==> src/rtl/reg_write_arbiter.sv <==
// Round-robin arbiter sharing one falling-edge datapath register between R requesters.
// Define REG_ARB_LOCK_EN to enable bounded ownership locking (LOCK state, lock_cnt, locked).
module reg_write_arbiter #(
    parameter int unsigned N        = 32,
    parameter int unsigned R        = 4,
    parameter int unsigned LOCK_MAX = 8
) (
    input  logic                 clk,
    input  logic                 reset,
    input  logic [R-1:0]         req,
    input  logic [R-1:0]         lock,
    input  logic [R*N-1:0]       wdata,
    output logic [R-1:0]         gnt,
    output logic [N-1:0]         q,
    output logic                 q_valid,
    output logic [$clog2(R)-1:0] owner,
    output logic                 locked
);

    localparam int unsigned IdxW = $clog2(R);

    if (R < 2 || R > 8) begin : gen_bad_r
        $error("reg_write_arbiter: R must be in 2..8");
    end
    if (LOCK_MAX < 1 || LOCK_MAX > 255) begin : gen_bad_lock_max
        $error("reg_write_arbiter: LOCK_MAX must be in 1..255");
    end

    typedef enum logic [1:0] {
        StIdle,
        StServe,
        StLock
    } state_e;

    state_e          state;
    logic [IdxW-1:0] ptr;
    logic [N-1:0]    wdata_arr [R];
    logic [IdxW-1:0] cand;
    logic [IdxW-1:0] pick;
    logic            found;

    for (genvar i = 0; i < int'(R); i++) begin : gen_unpack
        assign wdata_arr[i] = wdata[i*N +: N];
    end

    // Scan from the farthest candidate back to ptr+1 so the nearest set request wins;
    // ptr itself (the previous owner) is the last candidate.
    always_comb begin
        found = 1'b0;
        pick  = ptr;
        cand  = ptr;
        for (int k = int'(R); k >= 1; k--) begin
            cand = IdxW'((int'(ptr) + k) % int'(R));
            if (req[cand]) begin
                found = 1'b1;
                pick  = cand;
            end
        end
    end

`ifdef REG_ARB_LOCK_EN
    localparam logic [7:0] LockMaxC = 8'(LOCK_MAX);

    logic [7:0] lock_cnt;
    logic       hold;

    assign hold = (state == StLock) && req[owner] && lock[owner] && (lock_cnt < LockMaxC);
`else
    logic unused_lock;

    assign unused_lock = ^{lock, state};
    assign locked      = 1'b0;
`endif

    always_ff @(negedge clk or posedge reset) begin
        if (reset) begin
            state   <= StIdle;
            ptr     <= IdxW'(R - 1);
            gnt     <= '0;
            q       <= '0;
            q_valid <= 1'b0;
            owner   <= '0;
`ifdef REG_ARB_LOCK_EN
            locked   <= 1'b0;
            lock_cnt <= '0;
        end else if (hold) begin
            // Burst continues: owner and ptr already point at the holder.
            gnt        <= '0;
            gnt[owner] <= 1'b1;
            q          <= wdata_arr[owner];
            lock_cnt   <= lock_cnt + 8'd1;
`endif
        end else if (found) begin
            gnt       <= '0;
            gnt[pick] <= 1'b1;
            q         <= wdata_arr[pick];
            q_valid   <= 1'b1;
            ptr       <= pick;
            owner     <= pick;
`ifdef REG_ARB_LOCK_EN
            if (lock[pick]) begin
                state    <= StLock;
                locked   <= 1'b1;
                lock_cnt <= 8'd1;
            end else begin
                state    <= StServe;
                locked   <= 1'b0;
                lock_cnt <= '0;
            end
`else
            state <= StServe;
`endif
        end else begin
            gnt   <= '0;
            state <= StIdle;
`ifdef REG_ARB_LOCK_EN
            locked   <= 1'b0;
            lock_cnt <= '0;
`endif
        end
    end

    gnt_onehot_a: assert property (@(negedge clk) disable iff (reset) $onehot0(gnt));
    locked_gnt_a: assert property (@(negedge clk) disable iff (reset) locked |-> (gnt != '0));

endmodule

==> config.mk <==
export PLATFORM = sky130hd
export DESIGN_NAME = reg_write_arbiter
export DESIGN_NICKNAME = d
export VERILOG_FILES = /design/src/rtl/reg_write_arbiter.sv
export SDC_FILE = /design/constraint.sdc
export NUM_CORES = 1
export LEC_CHECK = 0
export ABC_AREA = 1
export CORE_MARGIN = 3
export CORE_UTILIZATION = 40
export DETAILED_ROUTE_END_ITERATION = 12
export PLACE_DENSITY = 0.82
export SLEW_MARGIN = 10
export SYNTH_ARGS = -nofsm -noshare
export SYNTH_HDL_FRONTEND = slang
export SYNTH_SLANG_ARGS = --single-unit
==> constraint.sdc <==
create_clock -name clk -period 2.5 [get_ports clk]
set_input_delay 0.375 -clock clk [delete_from_list [all_inputs] [get_ports clk]]
set_output_delay 0.375 -clock clk [all_outputs]
set_load 0.03 [all_outputs]
After elaboration in Yosys (flattened, before gate mapping)
Cells that the tools add are included.
- bitwise gates (word level): 1
- multiply operators: 0
- order comparisons: 7
- mux-type cells: 22
- reductions and logical operators: 1
- equal/unequal tests: 0
- divide/modulo/power cells: 0
- $add $sub $neg: 4
- shift-type cells: 0
- operators with widths (operator ; number):
    $bmux W32 S2 ; 1
    $mux W32 ; 2
    $lt A2 B3 Y1 const B ; 5
    $mux W1 ; 9
    $bmux W1 S2 ; 4
    $mux W2 ; 4
    $add A2 B1 Y2 const B ; 2
    $add A2 B2 Y2 const B ; 2
    $mux W4 ; 1
    $ge A3 B3 Y1 const B ; 1
    $not A2 Y3 ; 1
    $demux W1 S2 ; 1
    $ge A2 B1 Y1 const B ; 1
    $logic_and A1 B1 Y1 ; 1
- bits in latches: 0
- ROM bits: 0
- memories: 0
- register bits: 41
- bits in writable memories: 0
- input bits: 138
- output and inout bits: 40

Longest topological paths before layout
Gate-level depths: netlist (run 1).
- depth in word-level cells: 12
- mapped depth: 18
- gate-level depth less buffers: 15

==> results of run 1 <==
==> layer usage <==
metal	up-vias	track usage (%)	wire [um]	share of wire [%]
met5	-	0	0	0
met1	2181	29.6	5130	34
met3	55	5.94	1240	8.2
li1	2101	-	-	-
met2	274	52.2	8070	54
met4	0	11.5	640	4.2
==> stage by stage <==
stage / area (um2) / hold WS (ps) / worst slack [ps] / util (%) / cells
finish: 6650 / 446 / -447 / 85.2 / 875
detailed placement: 5150 / 419 / -1190 / 66.0 / 821
CTS: 5980 / 424 / -344 / 76.6 / 852
global placement: 5150 / 415 / -1140 / 66.0 / 821
global route: 6650 / 491 / -547 / 85.2 / 875
floorplan: 3300 / 607 / -371 / - / 550
==> final timing paths <==
kind | startpoint | end | slack (ps) | depth (start not counted)
min | q[16] | q[16] | 450 | 2
max in group asynchronous | reset | q[6] | 630 | 3
min reg2reg | q[16] | q[16] | 450 | 2
max reg2reg | ptr[0] | q[1] | 10 | 12
max | req[3] | q[10] | -450 | 16
min in group asynchronous | reset | q[23] | 1570 | 3
==> layout make-up <==
| class | instances | area [um2] | area share [%] |
|---|---|---|---|
| Multi-Input combinational cell | 398 | 2310 | 34.7 |
| Sequential cell | 41 | 1030 | 15.5 |
| Inverter | 75 | 312 | 4.69 |
| Tap cell | 102 | 128 | 1.92 |
| Clock buffer | 8 | 80.1 | 1.20 |
| Timing Repair Buffer | 249 | 2780 | 41.9 |
| Clock inverter | 2 | 7.51 | 0.113 |
==> cells by family after synthesis <==
| family | synth area share [%] |
|---|---|
| buffers and inverters | 16.3 |
| DFF | 31.7 |
| AOI/OAI and AO/OA | 1.47 |
| and+or+nand+nor | 50.4 |
| other | 0.116 |
==> placed cells by master (no fill, tap or decap), types with 4 or more instances in the layout <==
cell	instances
buf_12	15
buf_16	6
buf_4	42
buf_6	49
buf_8	4
clkbuf_16	4
clkbuf_8	5
clkdlybuf4s50_1	129
dfrtn_1	39
inv_1	68
inv_2	4
nand2_1	176
nand2_2	76
nand2_4	35
nand3_1	70
nand3_2	26
==> registers in the layout, summed over array words and instances (netlist names) <==
signal and cells:
ptr 2, q_valid 1, q 32, gnt 4, owner 2
==> timing repair <==
| action | in CTS | in global routing |
|---|---|---|
| resized for setup | 133 | 133 |
| buffers inserted | 16 | 22 |
| cloned | 8 | 5 |
| pin swaps | 63 | 64 |
| setup endpoints to repair | 68 | 76 |
| endpoints found under the hold margin | 0 | 0 |
==> worst max-delay path, stage by stage <==
cell	delay, ps
buf_6	80
inv_1	40
nand2_2	70
nand3_2	120
nand2_2	110
inv_2	50
nand2_4	90
nand3_4	120
buf_12	170
clkbuf_16	180
nand3_1	110
nand2_2	80
nand2_4	70
nand2_2	40
nand2_1	70
nand2_1	60
==> metrics.cfg, run 1 <==
[outcome]
status=complete, but fails checks
violations=negative setup slack

[timing]
drv_slew=0
setup_viol=56
finalSetupTns_ps=-16070
worst_slack_ps=-447
finalHoldViolCount=0
rsz0062_at_grt=true
clock_skew_ps=58.2

[critical_path]
cp-start-kind=input port
critPathKind=input port to register
cp_max_fo=23
critPathArrivalTime_ps=1850
end_kind=register
cp.required_ps=1400

[die]
start_util_pct=41.6
ios=178
die_y_um=96.1
die_x_um=96.1
core_um2=7810
rows=32
die-area_um2=9230

[yosys]
synth_cells=550
synth_area_um2=3250
syn-num-nets=688
ys_ff_latch=41
synth.largest_area_cell=nand2_1
synth_edf_count=0
synth_top_area_share_pct=32.4
syn_avg_cell_area_um2=5.90
synthFlopType=dfrtn_1
ys_seq_area_share_pct=31.7
yosys_warnings=0
synth_area_leaders=nand2_1 32%, dfrtn_1 30%, nand3_1 15%, inv_1 8.0%, buf_6 2.8%
synth_common_cells=280 x nand2_1, 98 x nand3_1, 69 x inv_1
synth.distinct_cells=24
yosysMostFrequentCell=nand2_1
async_flop_share_pct=100

[grt]
grt_usage_pct=27.8
grt_pass1_wl_mm=19.7
grt_max_degree=48
grt_pass1_vias=4225
antenna_found_initial=0
grt_overflow=0

[drt]
via_per_inst=5.27
ant_nets=0
vias=4611
drt_iter0_drc=197
wl_per_cell_um=17.2
remaining_drc_errors=0
drt_pass1_iterations=5
wirelength_mm=15.1

[layout]
drive_gt1_share_pct=36.6
num_antenna_cells=0
nets=910
fill_cells=407
area_growth_pct=105

[clock_tree]
clk_latency_ps=350
clock_path_buffers=2
numCtsBuffers=5
path_clk_slew_ps=50
cts_hold_repair.buffers=0
tritoncts=built
clockRootBuffer=clkbuf_8
cts-htree-levels=2
cts.sinks=41

[placed_design]
hpwl_mm=8.28
port_buffers=172
place_congestion=0.861

[worst_hold_path]
hold_path_class=register to register

[run]
drv_cap=0

Power of run 1 is left out: the tool's default activity adds up to more than one toggle a clock period on the data nets, which glitch-free logic cannot reach.
==> run 2, diff against run 1 <==
CORE_MARGIN = 2   (was 3)
CORE_UTILIZATION = 36   (was 40)
PLACE_DENSITY = 0.78   (was 0.82)
clock period = 2.4 ns   (was 2.5 ns; I/O delays follow)
==> metrics.cfg, run 2 (synthesis gave the netlist of run 1 again) <==
[timing]
finalHoldViolCount=0
worst_slack_ps=-453
setup_viol=76
rsz0062_at_grt=true
drv_slew=0
clock_skew_ps=53.8

[layout]
finalNonFillerCells=885
mostFrequentLayoutCells=233 x nand2_1, 129 x clkdlybuf4s50_1, 73 x nand3_1
top_register=q
top_regs=q x32, gnt x4
largest_register_ff_count=32
nets=915
fin_util_pct=73.5
area_growth_pct=97.4
num_antenna_cells=0
drive_gt1_share_pct=29.3
final_common_cell=nand2_1

[critical_path]
critPathArrivalTime_ps=1810
cp_num_buf_inv=5
crit_chain=buf_8 > inv_12 > o21ai_4 > nand2_2 > nand2_4 > nand2_4 > nand2_4 > nand2_8 > nand2_8 > buf_6 > buf_12 > buf_16 > nand2_2 > nand3_2 > nand2_2 > nand2_2 > nand2_1
cp_max_fo=8
cp.required_ps=1350
crit_family=simple AND/OR/NAND/NOR gates
cpMostUsedCell=nand2_2
end_kind=register
reg2reg_slack_ps=-10
cpMaxStageDelayCell=o21ai_4
cp-start-kind=input port
slowest_delay_ps=160
critPathKind=input port to register

[pwr]
p_leak_nw=3.47
ir_drop_uv=1330
power_density_nw_per_um2=1970

[die]
die_y_um=99.0
core_um2=8720
ios=178
die_x_um=99.0
start_util_pct=37.2
die-area_um2=9790
rows=34

[grt]
grt_pass1_vias=4420
grt_max_degree=34
use_met3_pct=5.11
antenna_found_initial=0
use_met1_pct=28.2
grt_overflow=0
gr-max-usage-layer=met2
use_met2_pct=47.2
grt_usage_pct=25.2
grt_pass1_wl_mm=20.2

[drt]
drt_iter0_drc=193
drt_pass1_iterations=5
wirelength_mm=13.5
wl_per_cell_um=15.3
via_per_inst=5.00
remaining_drc_errors=0
ant_nets=0
vias=4428

[clock_tree]
tritoncts=built
clk_latency_ps=340
clockRootBuffer=clkbuf_8
path_clk_slew_ps=50
cts-htree-levels=2
clock_path_buffers=2
numCtsBuffers=5
cts.sinks=41

[placed_design]
place_congestion=0.828
place_inst=830
port_buffers=172
dp_slack_ps=-1230
hpwl_mm=8.19

[outcome]
violations=negative setup slack
status=complete, but fails checks

[run]
drv_cap=0

[worst_hold_path]
hold_path_class=register to register

-- run 2: cell count changes in the layout (fill, tap and decap cells not counted), moves of 2 or more --
cell       before  now
clkbuf_16       4    2
buf_6          49   53
nand2_1       176  233
nor2_1          1    3
nand2_4        35   15
nand3_1        70   73
nand2_2        76   38
clkbuf_1        3    1
buf_4          42   46
nor2_2          2    0
nand3_4         3    1
-- run 2: power by group --
part | total [W] | internal [W] | switching (W)
logic | 0.0107 | 0.00498 | 0.00573
registers | 0.00144 | 0.00115 | 0.000292
clock network | 0.000495 | 0.000255 | 0.000240
-- run 2: layout make-up --
class,count,area (um2)
clock inverter,3,25.0
sequential,41,1030
timing repair buffer,254,2780
clock buffer,6,72.6
fill,622,2310
multi-input combinational,398,2060
tap,108,135
inverter,75,310
-- run 2: per-layer routing --
layer / up-vias / wire (um)
met2: 224 / 7090
met4: 0 / 400
met3: 40 / 1040
li1: 2113 / -
met5: - / 0
met1: 2051 / 4970
-- run 2: per-stage QoR --
| stage | hold WS (ps) | setup TNS [ps] | total power [W] | cell area [um2] |
|---|---|---|---|---|
| after global placement | 419 | -45630 | 0.00811 | 5130 |
| final | 450 | -16940 | 0.0126 | 6410 |
| after CTS | 449 | -15060 | 0.0116 | 6120 |
| after global routing | 455 | -20610 | 0.0135 | 6410 |
| after detailed placement | 420 | -47330 | 0.00829 | 5130 |
| after floorplan | 607 | -14810 | 0.00638 | 3300 |
-- run 2: timing repair --
item	in CTS	in global routing
hold buffers	0	0
gates cloned	7	3
resized for setup	140	49
pin swaps	36	17
endpoints found under the setup margin	79	80
setup buffers	30	11
endpoints found under the hold margin	0	0
-- run 2: worst register-to-register path, cell delays in order (launching register included) --
cell     delay, ps
dfstp_2        730
inv_4          110
nand2_2        100
buf_4          100
buf_4          100
buf_4          100
nand2_2         40
nand3_2         70
nand2_2         90
o21ai_4        180
inv_2           80
buf_6          130
buf_6          120
nand2_1         90
nand2_2         70
nand2_2         60
nand2_1         40
-- run 2: final timing paths --
check,startpoint,to,cells after the start
min in group asynchronous,reset,q[16],2
max,req[1],q[2],17
min reg2reg,q[21],q[21],2
max in group asynchronous,reset,q[13],3
min,q[21],q[21],2
max reg2reg,ptr[0],q[2],16
Power figures use the tool's default switching activity.
==> run 3, diff against run 2 <==
CORE_MARGIN = 3   (was 2)
==> metrics.cfg, run 3 (synthesis gave the netlist of run 1 again) <==
[layout]
fin_util_pct=74.7
fill_cells=616
top_regs=q x32, gnt x4
num_antenna_cells=0
multiInputGateArea_um2=2040
top_register=q
drive_gt1_share_pct=28.9
area_growth_pct=101
finalNonFillerCells=891
area.sequential_um2=1030
nets=920
final_common_cell=nand2_1
mostFrequentLayoutCells=229 x nand2_1, 129 x clkdlybuf4s50_1, 86 x nand3_1
largest_register_ff_count=32

[pwr]
power_density_nw_per_um2=1970
ir_drop_uv=1340
p_sw_share_pct=48.9
power_frac_comb_pct=85.3
p_clk_share_pct=3.4
power_switching_w=0.00627
pwr-share-seq_pct=11.3
p_int_w=0.00655
finalPower_w=0.0128
p_leak_nw=3.53

[critical_path]
crit_end=q[13]
crit_cells=16
ff2ff_path_depth=15
worstSetupStartpoint=req[1]
cp-start-kind=input port
cp_num_buf_inv=4
slowest_delay_ps=210
cpMostUsedCell=nand2_1
critPathKind=input port to register
cpMaxStageDelayCell=clkbuf_16
reg2reg_slack_ps=-40
cp.required_ps=1330
critPathArrivalTime_ps=1870
r2r_end=q[26]
rr_startpoint=ptr[0]
crit_family=simple AND/OR/NAND/NOR gates
cp_max_fo=8
end_kind=register
crit_chain=buf_8 > inv_12 > o21ai_4 > nand2_2 > nand2_4 > nand2_4 > buf_12 > nand3_4 > nand2_8 > clkbuf_16 > nand2_4 > nand2_2 > nand2_1 > nand2_1 > nand2_1 > nand2_1

[drt]
vias=4452
wirelength_mm=14.0
via_per_inst=5.00
remaining_drc_errors=0
drt_pass1_iterations=5
ant_nets=0
drt_iter0_drc=169
wl_per_cell_um=15.8

[die]
rows=34
die_y_um=101
core_um2=8720
die-area_um2=10200
die_x_um=101
ios=178
start_util_pct=37.2

[timing]
drv_slew=0
finalHoldViolCount=0
setup_viol=77
worst_slack_ps=-541
rsz0062_at_grt=true
clock_skew_ps=62.4
finalSetupTns_ps=-19880

[run]
drv_cap=0

[outcome]
status=complete, but fails checks
violations=negative setup slack

[clock_tree]
clock_path_buffers=2
tritoncts=built
clk_latency_ps=350
cts_hold_repair.buffers=0
cts.sinks=41
path_clk_slew_ps=50
cts-htree-levels=2
numCtsBuffers=5
clockRootBuffer=clkbuf_8

[grt]
grt_pass1_vias=4234
grt_pass1_wl_mm=19.9
antenna_found_initial=0
grt_usage_pct=24.6
grt_overflow=0
grt_max_degree=33

[placed_design]
place_congestion=0.881
place_inst=832
port_buffers=172
hpwl_mm=8.38

[worst_hold_path]
hold_path_class=register to register

-- run 3: final cells by class --
cell class                      count  area share, %
Clock inverter                      4          0.269
Sequential cell                    41           15.8
Inverter                           75           4.73
Timing Repair Buffer              258           44.8
Multi-Input combinational cell    399           31.3
Clock buffer                        6           1.11
Tap cell                          108           2.07
-- run 3: what timing repair did --
item / in CTS / in global routing
buffers inserted: 18 / 21
pin swaps: 16 / 51
gates cloned: 9 / 5
gates resized for setup: 114 / 66
endpoints found under the setup margin: 78 / 80
-- run 3: worst min-delay path by stage --
stage	slack, ps	end	depth (start not counted)	startpoint
final	450	q[19]	2	q[19]
after global placement	420	q_valid	1	q_valid
after CTS	450	q[5]	2	q[5]
after detailed placement	430	q_valid	1	q_valid
after global routing	480	q[14]	2	q[14]
after floorplan	610	owner[0]	2	owner[0]
-- run 3: metal layers --
| layer | vias to the layer above | routed length, um | global-route usage, % |
|---|---|---|---|
| met3 | 38 | 923 | 4.57 |
| met1 | 2071 | 5340 | 27.6 |
| met5 | - | 0 | 0 |
| li1 | 2126 | - | - |
| met2 | 217 | 7370 | 46.0 |
| met4 | 0 | 412 | 8.28 |
-- run 3: power groups by stage --
| stage | clock network [W] | registers [W] | logic [W] |
|---|---|---|---|
| after floorplan | 0.00000783 | 0.00195 | 0.00443 |
| after global placement | 0.00000783 | 0.00137 | 0.00684 |
| after detailed placement | 0.00000783 | 0.00138 | 0.00702 |
| after CTS | 0.000455 | 0.00143 | 0.00944 |
| after global routing | 0.000503 | 0.00148 | 0.0117 |
| final | 0.000440 | 0.00145 | 0.0109 |
-- run 3: worst min-delay path, cell delays in order (launching register included) --
cell     delay (ps)
dfrtn_1         420
nand2_1          60
nand2_1          60
-- run 3: per-stage QoR --
stage                     hold WS [ps]  worst slack (ps)  cell area [um2]
after floorplan                    607              -406             3300
after global placement             417             -1180             5200
after detailed placement           425             -1250             5200
after CTS                          450              -418             6040
after global routing               481              -637             6510
final                              451              -541             6510
